--- config.mk ---
export PLATFORM = sky130hd
export DESIGN_NAME = multi_ball_hit_controller
export DESIGN_NICKNAME = d
export VERILOG_FILES = /design/src/rtl/multi_ball_hit_controller.sv
export SDC_FILE = /design/constraint.sdc
export NUM_CORES = 1
export LEC_CHECK = 0
export BUFFER_PORTS_ARGS = -buffer_cell sky130_fd_sc_hd__buf_4
export CAP_MARGIN = 40
export CORE_MARGIN = 3
export CORE_UTILIZATION = 61
export CTS_CLUSTER_SIZE = 12
export DETAILED_ROUTE_END_ITERATION = 10
export PLACE_DENSITY = 0.82
export SKIP_CTS_REPAIR_TIMING = 1
export SYNTH_ARGS = -nofsm -noshare
export SYNTH_HDL_FRONTEND = slang
export SYNTH_SLANG_ARGS = --single-unit
--- constraint.sdc ---
create_clock -name clk -period 9.5 [get_ports clk]
set_input_delay 0 -clock clk [delete_from_list [all_inputs] [get_ports clk]]
set_output_delay 0 -clock clk [all_outputs]
set_load 0.03 [all_outputs]
--- src/rtl/multi_ball_hit_controller.sv ---
// Frame-based collision resolver for NUM_BALLS balls: accumulates overlap events, then scans pairs and borders.
// Optional macro HIT_CTRL_DAMPING_EN: border reflections are damped by v - (v >>> 3).
module multi_ball_hit_controller #(
   parameter int NUM_BALLS    = 2,
   parameter int VEL_W        = 11,
   parameter int BALL_SIZE    = 32,
   parameter int EDGE_MARGIN  = 4,
   parameter int TOP_OFFSET   = 0,
   parameter int DOWN_OFFSET  = 479,
   parameter int LEFT_OFFSET  = 0,
   parameter int RIGHT_OFFSET = 639
) (
   input  logic                       clk,
   input  logic                       resetN,
   input  logic                       startOfFrame,
   input  logic [NUM_BALLS-1:0]       ballDR,
   input  logic                       bordersDR,
   input  logic                       holesDR,
   input  logic [2:0]                 holeNumber,
   input  logic [NUM_BALLS*11-1:0]    ballPosX,
   input  logic [NUM_BALLS*11-1:0]    ballPosY,
   input  logic [NUM_BALLS*VEL_W-1:0] ballVelX,
   input  logic [NUM_BALLS*VEL_W-1:0] ballVelY,
   output logic [NUM_BALLS*VEL_W-1:0] ballVelXOut,
   output logic [NUM_BALLS*VEL_W-1:0] ballVelYOut,
   output logic [NUM_BALLS-1:0]       collisionOccurred,
   output logic [NUM_BALLS-1:0]       holeHit,
   output logic [NUM_BALLS*3-1:0]     holeNum,
   output logic                       resultValid,
   output logic                       busy
);
   localparam int IDX_W = (NUM_BALLS > 2) ? $clog2(NUM_BALLS) : 1;
   localparam logic [IDX_W-1:0] LAST_IDX  = IDX_W'(NUM_BALLS - 1);
   localparam logic [IDX_W-1:0] LAST_PI   = IDX_W'(NUM_BALLS - 2);
   localparam logic [11:0]      LEFT_LIM  = 12'(LEFT_OFFSET + EDGE_MARGIN);
   localparam logic [11:0]      RIGHT_LIM = 12'(RIGHT_OFFSET - EDGE_MARGIN);
   localparam logic [11:0]      TOP_LIM   = 12'(TOP_OFFSET + EDGE_MARGIN);
   localparam logic [11:0]      DOWN_LIM  = 12'(DOWN_OFFSET - EDGE_MARGIN);
   localparam logic [11:0]      SIZE_12   = 12'(BALL_SIZE);
   localparam logic [VEL_W-1:0] VEL_MIN   = {1'b1, {(VEL_W-1){1'b0}}};
   localparam logic [VEL_W-1:0] VEL_MAX   = {1'b0, {(VEL_W-1){1'b1}}};

   typedef enum logic [1:0] {IDLE, SCAN_PAIRS, SCAN_BORDERS, DONE} state_t;
   typedef logic [NUM_BALLS-1:0][VEL_W-1:0] vel_arr_t;
   typedef logic [NUM_BALLS-1:0][10:0]      pos_arr_t;
   typedef logic [NUM_BALLS-1:0][2:0]       hnum_arr_t;
   typedef logic [NUM_BALLS-1:0][NUM_BALLS-1:0] pair_arr_t;

   state_t                 state_q, state_d;
   logic                   pending_q, pending_d, busy_q, busy_d, result_valid_q, result_valid_d;
   logic [NUM_BALLS-1:0]   border_acc_q, border_acc_d, hole_acc_q, hole_acc_d;
   hnum_arr_t              hole_num_acc_q, hole_num_acc_d;
   pair_arr_t              pair_acc_q, pair_acc_d;
   logic [NUM_BALLS-1:0]   border_w_q, border_w_d, hole_w_q, hole_w_d, claimed_q, claimed_d;
   hnum_arr_t              hole_num_w_q, hole_num_w_d;
   pair_arr_t              pair_w_q, pair_w_d;
   vel_arr_t               snap_vx_q, snap_vx_d, snap_vy_q, snap_vy_d;
   pos_arr_t               snap_px_q, snap_px_d, snap_py_q, snap_py_d;
   vel_arr_t               res_vx_q, res_vx_d, res_vy_q, res_vy_d;
   logic [IDX_W-1:0]       pi_q, pi_d, pj_q, pj_d, bi_q, bi_d;
   vel_arr_t               vx_out_q, vx_out_d, vy_out_q, vy_out_d;
   logic [NUM_BALLS-1:0]   coll_out_q, coll_out_d, hole_hit_q, hole_hit_d;
   hnum_arr_t              hole_num_out_q, hole_num_out_d;

   logic                   snap, x_hit, y_hit;
   logic [NUM_BALLS-1:0]   border_base, hole_base;
   pair_arr_t              pair_base;
   logic [VEL_W-1:0]       bvx, bvy;
   logic [11:0]            bpx, bpy;

   // Saturating negation; the most negative value maps to the most positive one.
   function automatic logic [VEL_W-1:0] reflect(input logic [VEL_W-1:0] v);
      logic [VEL_W-1:0]        n;
      logic signed [VEL_W-1:0] damp;
      n    = (v == VEL_MIN) ? VEL_MAX : (~v + VEL_W'(1));
      damp = '0;
`ifdef HIT_CTRL_DAMPING_EN
      damp = $signed(n) >>> 3;
`endif
      return n - damp;
   endfunction

   always_comb begin
      // NOTE: every _d starts from its _q value so no branch below can leave one unassigned (no latches).
      state_d = state_q;  pending_d = pending_q;  busy_d = busy_q;  result_valid_d = 1'b0;
      border_w_d = border_w_q;  hole_w_d = hole_w_q;  hole_num_w_d = hole_num_w_q;  pair_w_d = pair_w_q;
      claimed_d = claimed_q;  snap_vx_d = snap_vx_q;  snap_vy_d = snap_vy_q;
      snap_px_d = snap_px_q;  snap_py_d = snap_py_q;  res_vx_d = res_vx_q;  res_vy_d = res_vy_q;
      pi_d = pi_q;  pj_d = pj_q;  bi_d = bi_q;
      vx_out_d = vx_out_q;  vy_out_d = vy_out_q;  coll_out_d = coll_out_q;
      hole_hit_d = hole_hit_q;  hole_num_out_d = hole_num_out_q;

      // Events on the snapshot cycle start the next frame's accumulation.
      snap        = (state_q == IDLE) && (startOfFrame || pending_q);
      border_base = snap ? '0 : border_acc_q;
      hole_base   = snap ? '0 : hole_acc_q;
      pair_base   = snap ? '0 : pair_acc_q;
      border_acc_d   = border_base | (ballDR & {NUM_BALLS{bordersDR}});
      hole_acc_d     = hole_base | (ballDR & {NUM_BALLS{holesDR}});
      hole_num_acc_d = hole_num_acc_q;
      pair_acc_d     = pair_base;
      for (int i = 0; i < NUM_BALLS; i++) begin
         if (ballDR[i] && holesDR && !hole_base[i]) hole_num_acc_d[i] = holeNumber;
         for (int j = i + 1; j < NUM_BALLS; j++)
            if (ballDR[i] && ballDR[j]) pair_acc_d[i][j] = 1'b1;
      end
      if (snap)              pending_d = 1'b0;
      else if (startOfFrame) pending_d = 1'b1;

      bvx   = snap_vx_q[bi_q];
      bvy   = snap_vy_q[bi_q];
      bpx   = {1'b0, snap_px_q[bi_q]};
      bpy   = {1'b0, snap_py_q[bi_q]};
      x_hit = (bvx[VEL_W-1] && (bpx < LEFT_LIM)) ||
              (!bvx[VEL_W-1] && (|bvx) && (bpx + SIZE_12 > RIGHT_LIM));
      y_hit = (bvy[VEL_W-1] && (bpy < TOP_LIM)) ||
              (!bvy[VEL_W-1] && (|bvy) && (bpy + SIZE_12 > DOWN_LIM));

      unique case (state_q)
         IDLE: if (snap) begin
            snap_vx_d = ballVelX;  snap_vy_d = ballVelY;  snap_px_d = ballPosX;  snap_py_d = ballPosY;
            border_w_d = border_acc_q;  hole_w_d = hole_acc_q;
            hole_num_w_d = hole_num_acc_q;  pair_w_d = pair_acc_q;
            claimed_d = '0;  res_vx_d = '0;  res_vy_d = '0;
            pi_d = '0;  pj_d = IDX_W'(1);  busy_d = 1'b1;  state_d = SCAN_PAIRS;
         end
         SCAN_PAIRS: begin
            if (pair_w_q[pi_q][pj_q] && !claimed_q[pi_q] && !claimed_q[pj_q] &&
                !hole_w_q[pi_q] && !hole_w_q[pj_q]) begin
               res_vx_d[pi_q] = snap_vx_q[pj_q];  res_vy_d[pi_q] = snap_vy_q[pj_q];
               res_vx_d[pj_q] = snap_vx_q[pi_q];  res_vy_d[pj_q] = snap_vy_q[pi_q];
               claimed_d[pi_q] = 1'b1;  claimed_d[pj_q] = 1'b1;
            end
            if (pj_q != LAST_IDX) pj_d = pj_q + IDX_W'(1);
            else if (pi_q != LAST_PI) begin
               pi_d = pi_q + IDX_W'(1);  pj_d = pi_q + IDX_W'(2);
            end else begin
               bi_d = '0;  state_d = SCAN_BORDERS;
            end
         end
         SCAN_BORDERS: begin
            // A border hit replaces any swap result; with no qualifying side both axes flip.
            if (border_w_q[bi_q] && !hole_w_q[bi_q]) begin
               res_vx_d[bi_q]  = (x_hit || !y_hit) ? reflect(bvx) : bvx;
               res_vy_d[bi_q]  = (y_hit || !x_hit) ? reflect(bvy) : bvy;
               claimed_d[bi_q] = 1'b1;
            end
            if (bi_q == LAST_IDX) state_d = DONE;
            else                  bi_d = bi_q + IDX_W'(1);
         end
         DONE: begin
            for (int i = 0; i < NUM_BALLS; i++) begin
               hole_hit_d[i]     = hole_w_q[i];
               hole_num_out_d[i] = hole_w_q[i] ? hole_num_w_q[i] : 3'd0;
               coll_out_d[i]     = claimed_q[i] && !hole_w_q[i];
               vx_out_d[i]       = coll_out_d[i] ? res_vx_q[i] : '0;
               vy_out_d[i]       = coll_out_d[i] ? res_vy_q[i] : '0;
            end
            result_valid_d = 1'b1;  busy_d = 1'b0;  state_d = IDLE;
         end
      endcase
   end

   always_ff @(posedge clk or negedge resetN) begin
      if (!resetN) begin
         state_q <= IDLE;  pending_q <= 1'b0;  busy_q <= 1'b0;  result_valid_q <= 1'b0;
         border_acc_q <= '0;  hole_acc_q <= '0;  hole_num_acc_q <= '0;  pair_acc_q <= '0;
         border_w_q <= '0;  hole_w_q <= '0;  hole_num_w_q <= '0;  pair_w_q <= '0;  claimed_q <= '0;
         snap_vx_q <= '0;  snap_vy_q <= '0;  snap_px_q <= '0;  snap_py_q <= '0;
         res_vx_q <= '0;  res_vy_q <= '0;  pi_q <= '0;  pj_q <= '0;  bi_q <= '0;
         vx_out_q <= '0;  vy_out_q <= '0;  coll_out_q <= '0;  hole_hit_q <= '0;  hole_num_out_q <= '0;
      end else begin
         // NOTE: state is only ever written with <= here; all next-state logic lives in always_comb.
         state_q <= state_d;  pending_q <= pending_d;  busy_q <= busy_d;  result_valid_q <= result_valid_d;
         border_acc_q <= border_acc_d;  hole_acc_q <= hole_acc_d;
         hole_num_acc_q <= hole_num_acc_d;  pair_acc_q <= pair_acc_d;
         border_w_q <= border_w_d;  hole_w_q <= hole_w_d;  hole_num_w_q <= hole_num_w_d;
         pair_w_q <= pair_w_d;  claimed_q <= claimed_d;
         snap_vx_q <= snap_vx_d;  snap_vy_q <= snap_vy_d;  snap_px_q <= snap_px_d;  snap_py_q <= snap_py_d;
         res_vx_q <= res_vx_d;  res_vy_q <= res_vy_d;  pi_q <= pi_d;  pj_q <= pj_d;  bi_q <= bi_d;
         vx_out_q <= vx_out_d;  vy_out_q <= vy_out_d;  coll_out_q <= coll_out_d;
         hole_hit_q <= hole_hit_d;  hole_num_out_q <= hole_num_out_d;
      end
   end

   assign ballVelXOut       = vx_out_q;
   assign ballVelYOut       = vy_out_q;
   assign collisionOccurred = coll_out_q;
   assign holeHit           = hole_hit_q;
   assign holeNum           = hole_num_out_q;
   assign resultValid       = result_valid_q;
   assign busy              = busy_q;
endmodule

==> results of run 1 <==
synth_stat cells (2+ instances only):
master,number,share of area (%)
dfrtp_1,209,52
mux2_2,108,12
a22o_1,69,6.0
nor2_1,49,1.8
nand2_1,47,1.8
mux2i_1,42,4.2
a21oi_1,39,1.9
clkbuf_1,39,1.5
o21ai_0,29,1.4
o31ai_1,26,1.9
inv_1,22,0.82
nand3_1,21,1.0
a22oi_1,17,1.3
nor3_1,16,0.80
a21boi_0,10,0.75
ha_1,10,1.2
o21ai_1,9,0.45
and3_1,8,0.50
buf_2,7,0.35
o221ai_1,7,0.61
a32oi_1,6,0.52
buf_4,6,0.45
nand2b_1,6,0.37
a21o_1,5,0.37
nand4_1,5,0.31
a211oi_1,4,0.30
nor4_1,4,0.25
o22ai_1,4,0.25
a31oi_1,3,0.19
nor2b_1,3,0.19
nor3b_1,3,0.22
and2_1,2,0.12
buf_1,2,0.075
buf_6,2,0.22
nand2_2,2,0.12
nand4b_1,2,0.17
o211ai_1,2,0.15
o21bai_1,2,0.15
or4_1,2,0.15
or4b_1,2,0.20
layer usage:
| metal | wire length (µm) | GRT usage [%] | vias up |
|---|---|---|---|
| met5 | 0 | 0 | - |
| met4 | 780 | 8.54 | 0 |
| met3 | 2670 | 7.54 | 80 |
| met2 | 13500 | 42.2 | 467 |
| met1 | 11700 | 41.6 | 4077 |
| li1 | - | - | 3728 |
report_power, final:
| part | leakage [nW] | switching [W] | internal, W | total, W |
|---|---|---|---|---|
| Clock | 0.326 | 0.000337 | 0.000479 | 0.000815 |
| Sequential | 2.63 | 0.000378 | 0.00123 | 0.00161 |
| Combinational | 3.10 | 0.00120 | 0.000887 | 0.00209 |
path summary, 6_finish.rpt:
path | from | end | depth (start not counted)
setup / recovery | bi_q | res_vx_q[20] | 11
hold reg to reg | collisionOccurred[0] | collisionOccurred[0] | 1
min in group asynchronous | resetN | ballVelYOut[0] | 3
max in group asynchronous | resetN | holeNum[4] | 3
setup reg to reg | bi_q | res_vx_q[20] | 11
hold / removal | ballDR[1] | hole_num_acc_q[3] | 4
through the flow:
stage,instances,hold slack [ns]
floorplan,877,-0.296
global placement,1190,0.222
detailed placement,1197,-0.118
CTS,1230,-0.644
global route,1322,0.0708
finish,1322,0.0530
flip-flops by register name (all words and copies together), names as in the netlist, 6 cells and up:
register        flops
snap_vy_q          22
holeNum             6
ballVelYOut        22
snap_py_q          18
ballVelXOut        22
hole_num_acc_q      6
res_vx_q           22
snap_px_q          18
snap_vx_q          22
res_vy_q           22
hole_num_w_q        6
critical path, cell delays in order (launching register included):
cell	delay, ns
dfrtp_2	0.60
buf_4	0.70
mux2i_1	0.34
inv_1	0.07
ha_1	0.27
a31oi_1	0.25
nor3_1	0.09
o21ai_0	0.32
a41o_1	0.59
or2_1	0.45
a21boi_0	0.26
o31ai_1	0.27
cell type report:
cell class              count  area, µm²  share of cell area, %
inverters                  23       86.3                  0.666
multi-input cells         589       4500                   34.7
well taps                 216        270                   2.08
repair buffers            252       2220                   17.1
clock buffers              30        622                   4.80
flip-flops and latches    209       5230                   40.3
clock inverters             3       40.0                  0.309
cell families (layout without fill, tap and decap cells):
logic type                 after synthesis  in the layout  synth area share [%]
AOI/OAI and AO/OA                      245            245                  17.7
muxes                                  151            151                  16.4
adders and majority gates               10             10                  1.24
xor gates and xnor gates                 1              1                0.0870
buffers and inverters                   79            308                  3.41
and+or+nand+nor                        182            182                  9.19
DFF                                    209            209                  52.0
==> results.sh, run 1 <==
export IMPL_finalInstanceArea_um2=13000
export IMPL_ios=154
export IMPL_start_util_pct=62.9
export IMPL_synth_seq_cells=209
export IMPL_grt_pass1_vias=7625
export IMPL_clk_pin_slew_ns=0.06
export IMPL_antenna_cells=0
export IMPL_fin_ws_ns=5.14
export IMPL_place_gp_congestion=0.948
export IMPL_synth_edff_count=0
export IMPL_drt_pass1_iter_count=6
export IMPL_clock_sinks=209
export IMPL_place_ws_ns=5.48
export IMPL_chipWidth_um=134
export IMPL_synth_cells=877
export IMPL_grt_setup_unrepaired="false"
export IMPL_post_route_period_util_pct=45.8
export IMPL_numCtsBuffers=22
export IMPL_routedWlPerCell_um=21.7
export IMPL_hold_violations=0
export IMPL_worstSetupStartpointType="register"
export IMPL_worst_pin_slew_ns=0.937
export IMPL_ant_nets=0
export IMPL_final_nets=1205
export IMPL_avgSynthCellArea_um2=11.5
export IMPL_grt_max_degree=107
export IMPL_synth_ff_type="dfrtp_1"
export IMPL_p_leak_nw=6.06
export IMPL_regToRegSetupSlack_ns=5.14
export IMPL_irDropWorstVdd_mv=0.258
export IMPL_min_path_type="input pin to register"
export IMPL_port_buffers=145
export IMPL_required_ns=9.90
export IMPL_core_area_um2=16000
export IMPL_fin_worst_skew_ns=0.0122
export IMPL_clockRootBuffer="clkbuf_16"
export IMPL_finalSetupTns_ns=0
export IMPL_setup_viol=0
export IMPL_antenna_found_initial=0
export IMPL_grt_pass1_wl_um=41300
export IMPL_synth_cell_area_um2=10100
export IMPL_cts_tree="built"
export IMPL_wl_um=28700
export IMPL_clk_latency_ns=0.51
export IMPL_grt_ovfl_total=0
export IMPL_drtIter0Drc=748
export IMPL_vias=8352
export IMPL_crit_path_max_fanout=62
export IMPL_ys_seq_area_share_pct=52.0
export IMPL_dpl_instance_area_um2=11400
export IMPL_powerDensity_nw_per_um2=348
export IMPL_final_common_cell="dfrtp_1"
export IMPL_die_area_um2=18100
export IMPL_yosysUniqueCellTypes=66
export IMPL_mostFrequentLayoutCells="dfrtp_1, buf_4, mux2_2, dlygate4sd3_1, a22o_1"
export IMPL_critical_path_class="register to register"
export IMPL_die_h_um=134
export IMPL_htreeDepth=1
export IMPL_drcViolationCount=0
export IMPL_cp_arrival_ns=4.76
export IMPL_drv_slew=0
export IMPL_syn_to_final_growth_pct=28.9
export IMPL_p_total_w=0.00452
export IMPL_vias_per_cell=6.32
export IMPL_ys_async_sr_fraction_pct=100
export IMPL_final_util_pct=81.0
export IMPL_fillers=947
export IMPL_dp_hpwl_um=18000
export IMPL_end_kind="register"
export IMPL_syn_nets=985
export IMPL_rows=46
export IMPL_max_cap_violations=0
export IMPL_status="finished, final reports clean"
export IMPL_min_period_ns=4.36
export IMPL_ys_warn_count=0
export IMPL_slew_limit_headroom_pct=37.4
export IMPL_clk_path_buf_depth=3
export IMPL_drive_above_1_share_pct=28.0
export IMPL_grtUsageTotal_pct=28.5
export IMPL_max_freq_mhz=230
No activity file was read; power rests on OpenSTA's default activity.
==> run 2: changes to the inputs <==
--- a/config.mk
+++ b/config.mk
@@ -8,10 +8,10 @@
 export BUFFER_PORTS_ARGS = -buffer_cell sky130_fd_sc_hd__buf_4
 export CAP_MARGIN = 40
 export CORE_MARGIN = 3
-export CORE_UTILIZATION = 61
+export CORE_UTILIZATION = 57
 export CTS_CLUSTER_SIZE = 12
 export DETAILED_ROUTE_END_ITERATION = 10
-export PLACE_DENSITY = 0.82
+export PLACE_DENSITY = 0.77
 export SKIP_CTS_REPAIR_TIMING = 1
 export SYNTH_ARGS = -nofsm -noshare
 export SYNTH_HDL_FRONTEND = slang
==> constraint.sdc (replaced) <==
create_clock -name clk -period 4.1 [get_ports clk]
set_input_delay 0 -clock clk [delete_from_list [all_inputs] [get_ports clk]]
set_output_delay 0 -clock clk [all_outputs]
set_load 0.03 [all_outputs]
==> run 2 against run 1 <==
  * Global-route usage decreased by 2.0 points
  * Sequential power increased by 130%
  * Combinational power increased by 130%
  * Critical path depth fell by 1
  * Core utilization down 4.2 points
  * Clock-buffer cell count grew 1
  * Design area up 0.41%
  * Fmax rose by 23%
  * Via count fell by 2.2%
  * Register-to-register slack lost 4.6 ns
  * Critical path type unchanged
  * Highest routed layer unchanged
==> results.sh, run 2 (same netlist as run 1, synthesis figures left out) <==
export IMPL_drtIter0Drc=542
export IMPL_reg2reg_from="bi_q"
export IMPL_chipWidth_um=139
export IMPL_grt_pass1_vias=7544
export IMPL_hold_violations=0
export IMPL_finalSetupTns_ns=0
export IMPL_fin_worst_skew_ns=0.0113
export IMPL_required_ns=4.51
export IMPL_grt_pass1_wl_um=41900
export IMPL_place_gp_congestion=0.941
export IMPL_dp_hpwl_um=18300
export IMPL_die_h_um=139
export IMPL_wl_um=28200
export IMPL_worstSetupStartpointType="register"
export IMPL_stdcell_count=1336
export IMPL_vias_per_cell=6.11
export IMPL_hp_start="ballDR[1]"
export IMPL_core_area_um2=16900
export IMPL_crit_path_max_fanout=15
export IMPL_crit_path_start="bi_q"
export IMPL_htreeDepth=1
export IMPL_die_area_um2=19300
export IMPL_start_util_pct=59.4
export IMPL_vias=8169
export IMPL_max_cap_violations=0
export IMPL_ios=154
export IMPL_cp_arrival_ns=3.96
export IMPL_irDropWorstVdd_mv=0.484
export IMPL_clkPwrFrac_pct=19.0
export IMPL_grtUsageTotal_pct=26.5
export IMPL_grt_setup_unrepaired="false"
export IMPL_final_nets=1212
export IMPL_clock_sinks=209
export IMPL_antenna_cells=0
export IMPL_multi_input_area_um2=4500
export IMPL_p_sw_w=0.00437
export IMPL_post_route_period_util_pct=86.6
export IMPL_clk_path_buf_depth=3
export IMPL_clk_latency_ns=0.51
export IMPL_numCtsBuffers=23
export IMPL_worst_pin_slew_ns=0.838
export IMPL_min_period_ns=3.55
export IMPL_mostFrequentLayoutCells="dfrtp_1, buf_4, mux2_2, dlygate4sd3_1, a22o_1"
export IMPL_antenna_found_initial=0
export IMPL_cts_tree="built"
export IMPL_power_frac_seq_pct=35.3
export IMPL_status="finished, final reports clean"
export IMPL_setup_viol=0
export IMPL_routedWlPerCell_um=21.1
export IMPL_grt_max_degree=107
export IMPL_clockRootBuffer="clkbuf_16"
export IMPL_powerDensity_nw_per_um2=804
export IMPL_syn_to_final_growth_pct=29.4
export IMPL_port_buffers=145
export IMPL_min_path_type="input pin to register"
export IMPL_p_leak_nw=6.10
export IMPL_drive_above_1_share_pct=28.9
export IMPL_slew_limit_headroom_pct=44.1
export IMPL_critical_path_class="register to register"
export IMPL_ant_nets=0
export IMPL_dp_cells=1208
export IMPL_drt_pass1_iter_count=5
export IMPL_switching_share_pct=41.8
export IMPL_seq_area_um2=5230
export IMPL_end_kind="register"
export IMPL_grt_ovfl_total=0
export IMPL_max_freq_mhz=282
export IMPL_clk_pin_slew_ns=0.06
export IMPL_rows=47
export IMPL_internal_power_w=0.00610
export IMPL_fillers=1062
export IMPL_final_common_cell="dfrtp_1"
export IMPL_drv_slew=0
export IMPL_drcViolationCount=0
export IMPL_hold_ws_ns=0.0613
export IMPL_power_frac_comb_pct=45.7
[run 2: power by group through the flow]
| stage | Sequential, W | Combinational [W] | Clock (W) |
|---|---|---|---|
| 2_1_floorplan | 0.00348 | 0.00339 | 0 |
| 3_3_place_gp | 0.00362 | 0.00448 | 0 |
| 3_5_place_dp | 0.00366 | 0.00459 | 0 |
| 4_1_cts | 0.00363 | 0.00462 | 0.00201 |
| 5_1_grt | 0.00378 | 0.00521 | 0.00210 |
| 6_report | 0.00369 | 0.00479 | 0.00199 |
[run 2: path summary, 6_finish.rpt]
check,end,depth (start not counted),slack (ns)
max in group asynchronous,ballVelXOut[5],4,3.10
min,hole_num_acc_q[5],4,0.06
min reg2reg,collisionOccurred[1],1,0.48
max,res_vx_q[14],10,0.55
max reg2reg,res_vx_q[14],10,0.55
min in group asynchronous,ballVelXOut[10],3,0.10
[run 2: area by class of cell]
cell class | instances | share of cell area (%)
Timing Repair Buffer | 258 | 17.0
Multi-Input combinational cell | 589 | 34.6
Sequential cell | 209 | 40.2
Tap cell | 220 | 2.11
Inverter | 23 | 0.663
Clock inverter | 6 | 0.615
Clock buffer | 31 | 4.88
[run 2: metrics by stage]
step                utilization, %  area, µm²  setup slack (ns)  power, W
detailed placement            67.3      11400             0.611   0.00824
global route                  76.9      13000             0.271    0.0111
floorplan                        -      10100             0.537   0.00688
CTS                           71.5      12100             0.579    0.0103
finish                        76.9      13000             0.550    0.0105
global placement              67.0      11400             0.617   0.00810
[run 2: critical path, cell delays in order, from the launching register on]
cell      delay, ns
dfrtp_2        0.45
mux2i_1        0.33
ha_1           0.28
nor4b_4        0.29
o221ai_1       0.26
o31ai_1        0.44
nand2_1        0.11
o21ai_2        0.27
or2_1          0.50
a21boi_0       0.22
o31ai_1        0.27
[run 2: per-layer routing]
metal | part of all wire, % | wire [µm] | up-vias | track usage [%]
met1 | 43 | 12100 | 4009 | 38.4
met4 | 2.1 | 581 | 0 | 6.49
met2 | 47 | 13200 | 359 | 40.1
met5 | 0 | 0 | - | 1.00
met3 | 7.9 | 2230 | 48 | 7.07
li1 | - | - | 3753 | -
==> run 3: changes to the inputs <==
--- a/config.mk
+++ b/config.mk
@@ -8,10 +8,10 @@
 export BUFFER_PORTS_ARGS = -buffer_cell sky130_fd_sc_hd__buf_4
 export CAP_MARGIN = 40
 export CORE_MARGIN = 3
-export CORE_UTILIZATION = 57
+export CORE_UTILIZATION = 40
 export CTS_CLUSTER_SIZE = 12
 export DETAILED_ROUTE_END_ITERATION = 10
-export PLACE_DENSITY = 0.77
+export PLACE_DENSITY = 0.57
 export SKIP_CTS_REPAIR_TIMING = 1
 export SYNTH_ARGS = -nofsm -noshare
 export SYNTH_HDL_FRONTEND = slang
==> run 3 against run 2 <==
  * Combinational power barely moved
  * Power rose by 1.8%
  * Largest power group unchanged
  * Design area rose by 2.2%
  * Sequential power barely moved
  * Wire length rose by 1.6%
  * Highest routed layer unchanged
==> results.sh, run 3 (same netlist as run 1, synthesis figures left out) <==
export IMPL_routedWlPerCell_um=19.8
export IMPL_die_area_um2=27100
export IMPL_fillers=2128
export IMPL_port_buffers=145
export IMPL_vias=7914
export IMPL_met1_usage_pct=31.2
export IMPL_grtUsageTotal_pct=20.4
export IMPL_hold_violations=0
export IMPL_drtIter0Drc=665
export IMPL_grt_setup_unrepaired="false"
export IMPL_crit_path_cell_trace="mux2i_1, ha_1, nor4b_4, o221ai_1, o31ai_1, nand2_1, o21ai_2, or2_1, a211oi_1, o31ai_1"
export IMPL_busiest_layer="met1"
export IMPL_powerDensity_nw_per_um2=801
export IMPL_core_area_um2=24500
export IMPL_max_cap_violations=0
export IMPL_clk_path_buf_depth=3
export IMPL_htreeDepth=1
export IMPL_slew_limit_headroom_pct=47.6
export IMPL_end_kind="register"
export IMPL_critPathSlowestCell="or2_1"
export IMPL_post_route_period_util_pct=86.5
export IMPL_finalSetupTns_ns=0
export IMPL_min_path_type="input pin to async pin"
export IMPL_grt_ovfl_total=0
export IMPL_rows=57
export IMPL_place_gp_congestion=0.925
export IMPL_fin_worst_skew_ns=0.00763
export IMPL_clk_pin_slew_ns=0.06
export IMPL_setup_viol=0
export IMPL_clockRootBuffer="clkbuf_16"
export IMPL_final_nets=1214
export IMPL_grtUsageMet3_pct=5.34
export IMPL_antenna_cells=0
export IMPL_grt_pass1_vias=7335
export IMPL_hold_ws_ns=0.0810
export IMPL_clock_sinks=209
export IMPL_cp_arrival_ns=3.94
export IMPL_drcViolationCount=0
export IMPL_ant_nets=0
export IMPL_max_freq_mhz=282
export IMPL_numCtsBuffers=24
export IMPL_mostFrequentLayoutCells="dfrtp_1, buf_4, mux2_2, dlygate4sd3_1, a22o_1"
export IMPL_crit_top_cell="o31ai_1"
export IMPL_grt_pass1_wl_um=43500
export IMPL_vias_per_cell=5.48
export IMPL_irDropWorstVdd_mv=0.437
export IMPL_worst_pin_slew_ns=0.783
export IMPL_min_period_ns=3.55
export IMPL_dp_hpwl_um=19700
export IMPL_required_ns=4.49
export IMPL_die_h_um=165
export IMPL_drive_above_1_share_pct=29.1
export IMPL_use_met2_pct=28.6
export IMPL_antenna_found_initial=0
export IMPL_syn_to_final_growth_pct=32.3
export IMPL_cts_tree="built"
export IMPL_max_stage_delay_ns=0.50
export IMPL_start_util_pct=41.0
export IMPL_clk_latency_ns=0.51
export IMPL_status="finished, final reports clean"
export IMPL_chipWidth_um=165
export IMPL_crit_path_max_fanout=13
export IMPL_worstSetupStartpointType="register"
export IMPL_grt_max_degree=77
export IMPL_p_leak_nw=6.17
export IMPL_critical_path_class="register to register"
export IMPL_drv_slew=0
export IMPL_final_common_cell="dfrtp_1"
export IMPL_wl_um=28600
export IMPL_ios=154
export IMPL_drt_pass1_iter_count=5
==> run 3: changes by cell type in the layout (fill, tap and decap cells not counted) <==
cell       change
buf_12         +1
buf_4          -2
clkinv_2       -2
clkbuf_8       +2
bufinv_16      +1
clkbuf_16      +2
buf_16         +2
==> run 3: power by group <==
part / switching, W / total (W) / internal [W] / leakage, nW
Clock: 0.000808 / 0.00219 / 0.00138 / 0.400
Combinational: 0.00274 / 0.00480 / 0.00206 / 3.14
Sequential: 0.000815 / 0.00367 / 0.00285 / 2.63
==> run 3: stage by stage <==
step	cell area, µm²	utilization [%]	setup slack (ns)	total power [W]	std cells
final	13300	54.2	0.554	0.0107	1444
after global routing	13300	54.2	0.352	0.0113	1444
after CTS	12400	50.5	0.645	0.0106	1353
after detailed placement	11600	47.2	0.702	0.00836	1313
after global placement	11500	46.8	0.708	0.00826	1309
after floorplan	10100	-	0.537	0.00688	877
==> run 3: layout make-up <==
type / instances / area (µm²) / share of cell area [%]
tap: 324 / 405 / 3.05
inverter: 23 / 86.3 / 0.649
multi-input combinational: 589 / 4500 / 33.8
clock buffer: 35 / 713 / 5.36
timing repair buffer: 259 / 2270 / 17.1
clock inverter: 5 / 100 / 0.752
sequential: 209 / 5230 / 39.3
==> run 3: path summary, 6_finish.rpt <==
check / slack, ns / endpoint / startpoint / cells past startpoint
worst max-delay path: 0.55 / res_vx_q[11] / bi_q / 10
worst min-delay path: 0.08 / resultValid / resetN / 3
worst max register to register: 0.55 / res_vx_q[11] / bi_q / 10
worst min register to register: 0.48 / collisionOccurred[0] / collisionOccurred[0] / 1
max in group asynchronous: 3.18 / res_vx_q[12] / resetN / 4
min in group clk: 0.26 / snap_px_q[21] / ballPosX[21] / 3
==> run 3: critical path, delay by kind of cell (launching register included) <==
family                   cells  cell delay (ns)
AO/OA/AOI/OAI                5             1.43
AND/OR/NAND/NOR              3             0.91
flip-flops                   1             0.41
multiplexers                 1             0.36
adder cells (fa/ha/maj)      1             0.32
==> run 3: layer usage <==
metal | wire length, µm | vias to the layer above
li1 | - | 3759
met1 | 14000 | 3871
met2 | 12300 | 240
met3 | 1650 | 44
met4 | 657 | 0
met5 | 0 | -
